File: src/rtl/pass_verifier_param.sv
// pass_verifier_param: one-hot switch code lock with loadable code, inter-digit timeout, retry limit and timed lockout
module pass_verifier_param #(
  parameter int SW_W = 10,
  parameter int CODE_LEN = 4,
  parameter logic [CODE_LEN*$clog2(SW_W)-1:0] DEFAULT_CODE = {4'd2, 4'd0, 4'd1, 4'd4},
  parameter int MAX_TRIES = 3,
  parameter int TIMEOUT_CYC = 1000000,
  parameter int LOCK_CYC = 5000000
) (
  input  logic                                clk,
  input  logic                                rst,
  input  logic [SW_W-1:0]                     Sw,
  input  logic [CODE_LEN*$clog2(SW_W)-1:0]    code_in,
  input  logic                                code_load,
  input  logic                                relock,
  output logic [3:0]                          status_out,
  output logic                                unlocked,
  output logic                                locked_out,
  output logic [$clog2(MAX_TRIES+1)-1:0]      tries_left
);
  localparam int IDX_W = $clog2(SW_W);
  localparam int CW = CODE_LEN * IDX_W;
  localparam int CNT_W = $clog2(CODE_LEN + 1);
  localparam int TRY_W = $clog2(MAX_TRIES + 1);
  localparam int TMR_W = $clog2(TIMEOUT_CYC + 1);
  localparam int LCK_W = $clog2(LOCK_CYC + 1);
  localparam logic [2:0] IDLE = 3'd0, ENTRY = 3'd1, DONE = 3'd2, ERROR = 3'd3, LOCKED = 3'd4;
  logic [2:0] state;
  logic [SW_W-1:0] sw_prev;
  logic [CW-1:0] code;
  logic [CNT_W-1:0] cnt;
  logic [TRY_W-1:0] tries, tries_dec;
  logic [TMR_W-1:0] tmr;
  logic [LCK_W-1:0] ltmr;
  logic [IDX_W-1:0] sw_idx, exp_digit;
  logic miss_flag, ev, one_hot, miss, bad, last;
  always_comb begin
    sw_idx = '0;
    for (int i = 0; i < SW_W; i++) sw_idx = Sw[i] ? IDX_W'(i) : sw_idx;
  end
  always_comb begin
    exp_digit = '0;
    for (int d = 0; d < CODE_LEN; d++)
      exp_digit = (cnt == CNT_W'(d)) ? code[(CODE_LEN-1-d)*IDX_W +: IDX_W] : exp_digit;
  end
  assign ev = sw_prev == '0 && Sw != '0;
  assign one_hot = (Sw & (Sw - SW_W'(1))) == '0;
  // a non-one-hot press is a wrong digit but still consumes a position
  assign miss = !one_hot || sw_idx != exp_digit;
  assign bad = miss_flag || miss;
  assign last = cnt == CNT_W'(CODE_LEN - 1);
  assign tries_dec = tries == '0 ? '0 : tries - TRY_W'(1);
  assign status_out = {1'b0, state};
  assign unlocked = state == DONE;
  assign locked_out = state == LOCKED;
  assign tries_left = tries;
  always_ff @(posedge clk or negedge rst) begin
    if (!rst) begin
      state <= IDLE;
      sw_prev <= '0;
      code <= DEFAULT_CODE;
      cnt <= '0;
      miss_flag <= 1'b0;
      tries <= TRY_W'(MAX_TRIES);
      tmr <= '0;
      ltmr <= '0;
    end else begin
      sw_prev <= Sw;
      case (state)
        IDLE, ENTRY: begin
          if (state == IDLE && code_load) code <= code_in;
          if (ev) begin
            tmr <= '0;
            if (last) begin
              state <= bad ? ERROR : DONE;
              tries <= bad ? tries_dec : TRY_W'(MAX_TRIES);
              cnt <= '0;
              miss_flag <= 1'b0;
            end else begin
              state <= ENTRY;
              cnt <= cnt + CNT_W'(1);
              miss_flag <= bad;
            end
          end else if (state == ENTRY) begin
            if (tmr == TMR_W'(TIMEOUT_CYC - 1)) begin
              state <= ERROR;
              tries <= tries_dec;
              cnt <= '0;
              miss_flag <= 1'b0;
              tmr <= '0;
            end else tmr <= tmr + TMR_W'(1);
          end
        end
        DONE: begin
          if (code_load) code <= code_in;
          if (relock) state <= IDLE;
        end
        ERROR: if (Sw == '0) state <= tries == '0 ? LOCKED : IDLE;
        LOCKED: begin
          if (ltmr == LCK_W'(LOCK_CYC - 1)) begin
            state <= IDLE;
            tries <= TRY_W'(MAX_TRIES);
            ltmr <= '0;
          end else ltmr <= ltmr + LCK_W'(1);
        end
        default: state <= IDLE;
      endcase
    end
  end
endmodule

File: config.mk
export PLATFORM = sky130hd
export DESIGN_NAME = pass_verifier_param
export DESIGN_NICKNAME = d
export VERILOG_FILES = /design/src/rtl/pass_verifier_param.sv
export SDC_FILE = /design/constraint.sdc
export NUM_CORES = 1
export LEC_CHECK = 0
export CORE_ASPECT_RATIO = 1.25
export CORE_MARGIN = 4
export CORE_UTILIZATION = 50
export DETAILED_ROUTE_END_ITERATION = 7
export GPL_ROUTABILITY_DRIVEN = 1
export GPL_TIMING_DRIVEN = 0
export HOLD_SLACK_MARGIN = 0.15
export PLACE_DENSITY = 0.77
export SLEW_MARGIN = 20
export SYNTH_ARGS = -nofsm -noshare
export SYNTH_HDL_FRONTEND = slang
export SYNTH_SLANG_ARGS = --single-unit
File: constraint.sdc
create_clock -name clk -period 2.7 [get_ports clk]
set_input_delay 0.405 -clock clk [delete_from_list [all_inputs] [get_ports clk]]
set_output_delay 0.405 -clock clk [all_outputs]
set_load 0.05 [all_outputs]
==> impl_metrics.env, run 1 <==
export IMPL_drc=0
export IMPL_period_needed_ps=2580
export IMPL_switchingPower_w=0.000655
export IMPL_max_slew_margin_pct=58.2
export IMPL_coreArea_um2=7930
export IMPL_path_max_fanout=10
export IMPL_seq_power_share_pct=51.6
export IMPL_clock_power_share_pct=38.1
export IMPL_skew_ps=9.47
export IMPL_whs_path_depth=1
export IMPL_clk_latency_ps=360
export IMPL_numCtsBuffers=9
export IMPL_cp_required_ps=2300
export IMPL_boundaryPins=38
export IMPL_ys_ff_latch=78
export IMPL_yosys_warnings=0
export IMPL_grt_start_max_net_pins=47
export IMPL_finalInstanceArea_um2=4880
export IMPL_drv_slew=0
export IMPL_synth_top_area_share_pct=44.2
export IMPL_ff2ff_path_depth=10
export IMPL_whs_ps=505
export IMPL_critPathLaunch="state[1]"
export IMPL_clk_transition_reported_paths_ps=80
export IMPL_antenna_found_initial=0
export IMPL_vias=3434
export IMPL_synth_edff_count=0
export IMPL_power_density_nw_per_um2=527
export IMPL_hold_viol_final=0
export IMPL_dieArea_um2=9790
export IMPL_grt_pass1_wl_um=15400
export IMPL_yosys_cell_count_top_type="dfrtp_1"
export IMPL_final_util_pct=61.6
export IMPL_drt_wl_total_um=9050
export IMPL_status="finished clean"
export IMPL_gp_congestion=0.868
export IMPL_drt_initial_drc_count=184
export IMPL_port_buffers=36
export IMPL_drive_above_1_share_pct=12.2
export IMPL_min_from="code[7]"
export IMPL_clock_sinks=78
export IMPL_synth_area_um2=4130
export IMPL_dieHeight_um=110
export IMPL_ant_nets=0
export IMPL_internal_power_w=0.00192
export IMPL_fin_nets=515
export IMPL_fp_dieW_um=89.3
export IMPL_num_antenna_cells=0
export IMPL_ys_async_sr_fraction_pct=100
export IMPL_clk_path_buf_depth=2
export IMPL_synth_cell_types=64
export IMPL_initial_utilization_pct=52.1
export IMPL_cts_max_level=3
export IMPL_avgViaCountPerCell=5.93
export IMPL_reg2reg_slack_ps=200
export IMPL_rsz0062_at_grt="no"
export IMPL_syn_nets=466
export IMPL_root_buffer="clkbuf_8"
export IMPL_wl_per_cell_um=15.6
export IMPL_max_freq_mhz=387
export IMPL_grtUsageTotal_pct=20.0
export IMPL_start_kind="flip-flop"
export IMPL_r2r_start="cnt[1]"
export IMPL_p_total_w=0.00257
export IMPL_syn_area_per_cell_um2=9.61
export IMPL_p_sw_share_pct=25.5
export IMPL_path_class="flip-flop to output pin"
export IMPL_arrival_ps=2180
export IMPL_tightest_slew_ps=625
export IMPL_comb_power_share_pct=10.3
export IMPL_synthTopCellsByCount="73 x dfrtp_1, 45 x nand2_1, 43 x nor2_1"
export IMPL_min_period_over_period_pct=95.7
export IMPL_row_count=36
export IMPL_holdPathEnd="code[7]"
export IMPL_placed_cell_area_um2=4640
export IMPL_synth_seq_area_share_pct=47.4
export IMPL_worst_hold_path_type="flip-flop to flip-flop"
export IMPL_overflow=0
export IMPL_first_global_vias=3357
export IMPL_cts_tree="done"
export IMPL_cp_end_kind="output pin"
export IMPL_r2r_end="miss_flag"
export IMPL_synth_cells=430
export IMPL_setup_tns_ps=0
export IMPL_setup_viol=0
export IMPL_place_hpwl_um=6510
export IMPL_synthToLayoutAreaGrowth_pct=18.1
export IMPL_first_pass_iters=4
export IMPL_ir_drop_uv=311
export IMPL_drv_cap=0
export IMPL_synth_main_ff_cell="dfrtp_1"
export IMPL_synth_area_leaders="dfrtp_1 44%, mux2_2 4.6%, o21ai_0 4.2%"
export IMPL_p_leak_nw=2.04
export IMPL_synth_area_leader_cell="dfrtp_1"
==> kinds of logic (layout without fill, tap and decap cells) <==
kind of cell	after synthesis	after routing	synth area share [%]
flops	78	78	47.4
other cells	1	1	0.0908
compound gates	89	89	13.6
buf+inv	24	78	2.42
simple gates	194	194	25.6
mux	17	17	4.63
fa+ha+maj	7	7	2.06
xor+xnor	20	20	4.24
==> worst max-delay path, stage by stage, from the launching register on <==
cell             delay [ps]
dfrtp_1                 450
nor2_1                  130
nand2_1                  70
clkinv_1                180
clkbuf_1                410
clkdlybuf4s15_1         580
==> power by group through the flow <==
stage | clock network (W) | logic, W | registers [W]
after floorplan | 0 | 0.000150 | 0.00133
after detailed placement | 0 | 0.000267 | 0.00135
after global routing | 0.00105 | 0.000299 | 0.00134
final | 0.000979 | 0.000266 | 0.00133
after global placement | 0 | 0.000255 | 0.00135
after CTS | 0.000995 | 0.000269 | 0.00133
==> flip-flops by register name (all words and copies together), names as in the netlist <==
signal	count
ltmr	23
tmr	20
code	16
sw_prev	10
cnt	3
state	3
tries_left	2
miss_flag	1
==> area by class of cell <==
cell class / instances / area [um^2]
fillers: 666 / 3050
inverters: 11 / 41.3
clock inverters: 7 / 96.3
well taps: 95 / 119
repair buffers: 38 / 395
flip-flops and latches: 78 / 1960
plain buffers: 13 / 58.8
clock buffers: 9 / 124
multi-input cells: 328 / 2090
==> cells in the final DEF (no fill, tap or decap), types with 3 or more instances in the layout <==
master and count:
clkbuf_1 6, nor2_1 43, o21ai_0 35, a21oi_1 14, nor4_1 5, or2b_1 3, or2_2 3, nand2b_1 7
nand2_1 45, nand3_1 26, a211oi_1 3, nor3b_1 4, o22ai_1 3, clkbuf_8 9, buf_2 5, and3_1 9
clkdlybuf4s50_1 34, xor2_1 10, nand4_1 7, xnor2_1 10, inv_1 10, mux2_2 17, dfrtp_1 73, a31oi_1 4
and4_1 4, dfstp_2 5, ha_1 6, nand3b_1 7, o31ai_1 10, nor3_1 6, nor2b_1 5, o21a_1 3
==> worst max-delay path by stage <==
stage / end / cells after the start
floorplan: miss_flag / 10
global placement: tmr[6] / 1
detailed placement: tmr[19] / 9
CTS: tmr[19] / 8
global route: locked_out / 5
finish: locked_out / 5
==> metal layers <==
metal	global-route usage, %	wire length (um)
met1	26.3	4080
met2	32.2	4360
met3	4.42	444
met4	7.34	153
met5	0	0
==> stage by stage <==
step / instances / setup slack [ps]
global route: 579 / 1.86
floorplan: 430 / 557
finish: 579 / 117
CTS: 579 / 44.0
detailed placement: 562 / -102
global placement: 561 / -1460
==> repair_timing <==
action	in CTS	in global routing
buffers inserted	0	0
hold buffers	1	0
hold endpoints to repair	29	0
gates resized for setup	1	3
setup endpoints to repair	1	25
No activity file was read; power rests on OpenSTA's default activity.
==> run 2: changes to the inputs <==
==> constraint.sdc (replaced) <==
create_clock -name clk -period 2.7 [get_ports clk]
set_input_delay 0.54 -clock clk [delete_from_list [all_inputs] [get_ports clk]]
set_output_delay 0.54 -clock clk [all_outputs]
set_load 0.05 [all_outputs]
==> impl_metrics.env, run 2 (synthesized netlist as in run 1, its figures left out) <==
export IMPL_status="finished clean"
export IMPL_largest_register="ltmr"
export IMPL_numCtsBuffers=9
export IMPL_whs_path_depth=1
export IMPL_cp_end_kind="output pin"
export IMPL_final_common_cell="dfrtp_1"
export IMPL_place_hpwl_um=6510
export IMPL_whs_ps=506
export IMPL_clock_sinks=78
export IMPL_dp_cells=562
export IMPL_placed_cell_area_um2=4640
export IMPL_max_slew_margin_pct=58.6
export IMPL_worst_hold_path_type="flip-flop to flip-flop"
export IMPL_clk_path_buf_depth=2
export IMPL_gp_congestion=0.868
export IMPL_period_needed_ps=2620
export IMPL_r2r_end="miss_flag"
export IMPL_first_global_vias=3357
export IMPL_mostFrequentLayoutCells="73 x dfrtp_1, 45 x nand2_1, 43 x nor2_1"
export IMPL_ant_nets=0
export IMPL_path_class="flip-flop to output pin"
export IMPL_synthToLayoutAreaGrowth_pct=18.4
export IMPL_min_period_over_period_pct=96.9
export IMPL_fp_dieW_um=89.3
export IMPL_p_leak_nw=2.05
export IMPL_initial_utilization_pct=52.1
export IMPL_grtUsageTotal_pct=20.0
export IMPL_routed_top_layer="met4"
export IMPL_dr_wl_met3_um=388
export IMPL_wl_met1_um=4150
export IMPL_power_density_nw_per_um2=526
export IMPL_clk_latency_ps=360
export IMPL_drt_initial_drc_count=175
export IMPL_drive_above_1_share_pct=12.8
export IMPL_drc=0
export IMPL_ir_drop_uv=311
export IMPL_hold_viol_final=0
export IMPL_fin_nets=515
export IMPL_setup_viol=0
export IMPL_r2r_start="cnt[1]"
export IMPL_antenna_found_initial=0
export IMPL_grt_pass1_wl_um=15400
export IMPL_row_count=36
export IMPL_path_max_fanout=10
export IMPL_arrival_ps=2080
export IMPL_first_pass_iters=4
export IMPL_boundaryPins=38
export IMPL_rsz0062_at_grt="no"
export IMPL_num_antenna_cells=0
export IMPL_overflow=0
export IMPL_met2WireLength_um=4380
export IMPL_cp_required_ps=2160
export IMPL_drv_cap=0
export IMPL_root_buffer="clkbuf_8"
export IMPL_drt_wl_total_um=9090
export IMPL_dieHeight_um=110
export IMPL_avgViaCountPerCell=5.90
export IMPL_dieArea_um2=9790
export IMPL_port_buffers=36
export IMPL_ff2ff_path_depth=10
export IMPL_crit_family="buffers and inverters"
export IMPL_reg2reg_slack_ps=200
export IMPL_max_freq_mhz=382
export IMPL_cp_num_buf_inv=2
export IMPL_cts_tree="done"
export IMPL_skew_ps=9.12
export IMPL_vias=3415
export IMPL_drv_slew=0
export IMPL_post_layout_nonfiller_instances=579
export IMPL_start_kind="flip-flop"
export IMPL_p_total_w=0.00257
export IMPL_finalInstanceArea_um2=4890
export IMPL_reg_largest_list="ltmr x23, tmr x20, code x16"
export IMPL_cp_cell_sequence="buf_1, nor2_1, clkdlybuf4s50_1"
export IMPL_min_from="code[7]"
export IMPL_grt_start_max_net_pins=47
export IMPL_largest_reg_flops=23
export IMPL_wl_per_cell_um=15.7
export IMPL_max_stage_delay_ps=810
export IMPL_clk_transition_reported_paths_ps=90
export IMPL_tightest_slew_ps=616
export IMPL_critPathSlowestCell="clkdlybuf4s50_1"
export IMPL_holdPathEnd="code[7]"
export IMPL_cts_max_level=3
export IMPL_coreArea_um2=7930
## run 2: cell counts in the layout (fill, tap and decap cells not counted)
Identical to the previous run, type by type.
## run 2: layout make-up
| class | instances | area (um^2) |
|---|---|---|
| fill | 666 | 3040 |
| multi-input combinational | 328 | 2090 |
| sequential | 78 | 1960 |
| timing repair buffer | 38 | 397 |
| clock buffer | 9 | 124 |
| tap | 95 | 119 |
| clock inverter | 7 | 96.3 |
| buffer | 13 | 60.1 |
| inverter | 11 | 41.3 |
## run 2: repair_timing
item,CTS,global route
resized for setup,3,6
setup buffers,0,0
endpoints found under the hold margin,29,0
gates cloned,0,0
hold buffers,1,0
endpoints found under the setup margin,1,28
## run 2: report_power, final
group	total, W	internal (W)	leakage, nW	switching [W]
Combinational	0.000266	0.000137	0.938	0.000129
Clock	0.000980	0.000523	0.114	0.000457
Sequential	0.00133	0.00126	0.998	0.0000711
Total	0.00257	0.00192	2.05	0.000657
## run 2: per-stage QoR
stage	TNS (ps)	worst slack, ps	util (%)
2_1_floorplan	0	557	-
4_1_cts	0	44.0	61.4
3_3_place_gp	-122870	-1590	58.2
6_report	0	84.1	61.7
5_1_grt	0	4.59	61.7
3_5_place_dp	-4090	-237	58.5
## run 2: metal layers
metal  vias up  global-route usage [%]
met5         -                       0
met4         0                    7.34
met3        16                    4.42
met2        77                    32.2
met1      1680                    26.3
li1       1642                       -
## run 2: worst max-delay path by stage
stage	cells past startpoint	end	slack, ps	from
after floorplan	10	miss_flag	560	cnt[1]
after global placement	1	tmr[6]	-1590	rst
after detailed placement	9	tmr[19]	-240	Sw[1]
after CTS	8	tmr[19]	40	tmr[0]
after global routing	9	tmr[11]	5	Sw[0]
final	3	unlocked	80	state[0]
==> run 3: changes to the inputs <==
==> constraint.sdc (replaced) <==
create_clock -name clk -period 2.46 [get_ports clk]
set_input_delay 0.492 -clock clk [delete_from_list [all_inputs] [get_ports clk]]
set_output_delay 0.492 -clock clk [all_outputs]
set_load 0.05 [all_outputs]
==> impl_metrics.env, run 3 (synthesized netlist as in run 1, its figures left out) <==
export IMPL_setup_viol=0
export IMPL_num_antenna_cells=0
export IMPL_overflow=0
export IMPL_largest_register="ltmr"
export IMPL_final_seq_area_um2=1960
export IMPL_root_buffer="clkbuf_8"
export IMPL_gp_congestion=0.868
export IMPL_switchingPower_w=0.000724
export IMPL_max_freq_mhz=418
export IMPL_ff2ff_path_depth=10
export IMPL_start_kind="input pin"
export IMPL_cp_num_buf_inv=2
export IMPL_wl_per_cell_um=15.8
export IMPL_holdPathEnd="sw_prev[1]"
export IMPL_critPathSlowestCell="clkdlybuf4s50_1"
export IMPL_initial_utilization_pct=52.1
export IMPL_vias=3374
export IMPL_p_total_w=0.00283
export IMPL_cp_required_ps=2760
export IMPL_avgViaCountPerCell=5.81
export IMPL_cp_end_kind="flip-flop"
export IMPL_ir_drop_uv=357
export IMPL_power_density_nw_per_um2=570
export IMPL_seq_power_share_pct=51.5
export IMPL_skew_ps=9.21
export IMPL_grt_start_max_net_pins=47
export IMPL_numCtsBuffers=9
export IMPL_drt_initial_drc_count=187
export IMPL_min_from="Sw[1]"
export IMPL_synthToLayoutAreaGrowth_pct=20.1
export IMPL_r2r_end="miss_flag"
export IMPL_max_stage_delay_ps=660
export IMPL_arrival_ps=2700
export IMPL_period_needed_ps=2390
export IMPL_fp_dieW_um=89.3
export IMPL_boundaryPins=38
export IMPL_drv_cap=0
export IMPL_dp_slack_ps=-429
export IMPL_hold_viol_final=0
export IMPL_max_slew_margin_pct=61.4
export IMPL_dp_cells=562
export IMPL_tightest_slew_ps=579
export IMPL_first_global_vias=3389
export IMPL_grt_pass1_wl_um=15400
export IMPL_grtUsageTotal_pct=20.0
export IMPL_cts_max_level=3
export IMPL_post_layout_nonfiller_instances=581
export IMPL_status="finished clean"
export IMPL_place_hpwl_um=6510
export IMPL_rsz0062_at_grt="yes"
export IMPL_row_count=36
export IMPL_fillerInstances=654
export IMPL_drc=0
export IMPL_fin_nets=517
export IMPL_final_common_cell="dfrtp_1"
export IMPL_drv_slew=0
export IMPL_reg_largest_list="ltmr x23, tmr x20, code x16"
export IMPL_dieArea_um2=9790
export IMPL_antenna_found_initial=0
export IMPL_cp_cell_sequence="clkdlybuf4s50_1, nor2_2, nand4_4, nor2b_4, buf_2, o2111a_1, nand2_1, or3_1, nand3_1"
export IMPL_clk_path_buf_depth=2
export IMPL_clock_power_share_pct=38.0
export IMPL_crit_family="simple AND/OR/NAND/NOR gates"
export IMPL_cts_tree="done"
export IMPL_dieHeight_um=110
export IMPL_drt_wl_total_um=9170
export IMPL_port_buffers=36
export IMPL_path_class="input pin to flip-flop"
export IMPL_clock_sinks=78
export IMPL_internal_power_w=0.00210
export IMPL_min_period_over_period_pct=97.3
export IMPL_clk_transition_reported_paths_ps=90
export IMPL_comb_power_share_pct=10.5
export IMPL_coreArea_um2=7930
export IMPL_whs_path_depth=1
export IMPL_final_util_pct=62.6
export IMPL_reg2reg_slack_ps=110
export IMPL_clk_latency_ps=360
export IMPL_mostFrequentLayoutCells="73 x dfrtp_1, 45 x nand2_1, 41 x nor2_1"
export IMPL_setup_slack_ps=67.6
export IMPL_r2r_start="cnt[0]"
export IMPL_first_pass_iters=5
export IMPL_p_sw_share_pct=25.6
export IMPL_path_max_fanout=10
export IMPL_multi_input_area_um2=2140
export IMPL_drive_above_1_share_pct=14.8
export IMPL_largest_reg_flops=23
export IMPL_ant_nets=0
export IMPL_worst_hold_path_type="input pin to flip-flop"
export IMPL_p_leak_nw=2.10
-- run 3: how the worst max path moves through the flow --
stage	start	endpoint	slack, ps	depth (start not counted)
after floorplan	cnt[1]	miss_flag	320	10
after global placement	rst	tmr[6]	-1780	1
after detailed placement	Sw[1]	tmr[19]	-430	9
after CTS	cnt[0]	miss_flag	5	8
after global routing	cnt[0]	miss_flag	-20	10
final	Sw[8]	tmr[14]	70	9
-- run 3: timing repair --
| item | 4_1_cts | 5_1_grt |
|---|---|---|
| gates cloned | 0 | 0 |
| setup endpoints to repair | 37 | 40 |
| resized for setup | 10 | 18 |
| pin swaps | 0 | 6 |
| hold buffers | 1 | 0 |
| hold endpoints to repair | 29 | 0 |
| buffers inserted | 0 | 4 |
-- run 3: layout make-up --
type | count | share of cell area (%)
timing repair buffer | 42 | 8.60
sequential | 78 | 39.5
clock inverter | 7 | 1.94
inverter | 11 | 0.907
clock buffer | 9 | 2.50
multi-input combinational | 328 | 43.1
tap | 95 | 2.39
buffer | 11 | 1.13
-- run 3: power by group through the flow --
stage	sequential (W)	clock (W)	combinational, W
global route	0.00147	0.00115	0.000334
finish	0.00146	0.00107	0.000298
CTS	0.00145	0.00109	0.000296
floorplan	0.00146	0	0.000165
detailed placement	0.00148	0	0.000293
global placement	0.00148	0	0.000280
-- run 3: through the flow --
step                      setup TNS, ps  cell area [um^2]  hold slack, ps
after global routing              -36.7              4960             368
after floorplan                       0              4130             196
after global placement          -143350              4610             483
after detailed placement         -10470              4640             464
final                                 0              4960             379
after CTS                             0              4880             509
-- run 3: metal layers --
layer,vias to the layer above,routed length [um],track usage [%]
li1,1643,-,-
met1,1660,4210,25.7
met2,62,4470,33.0
met3,9,401,4.42
met4,0,99,7.13
met5,-,0,0
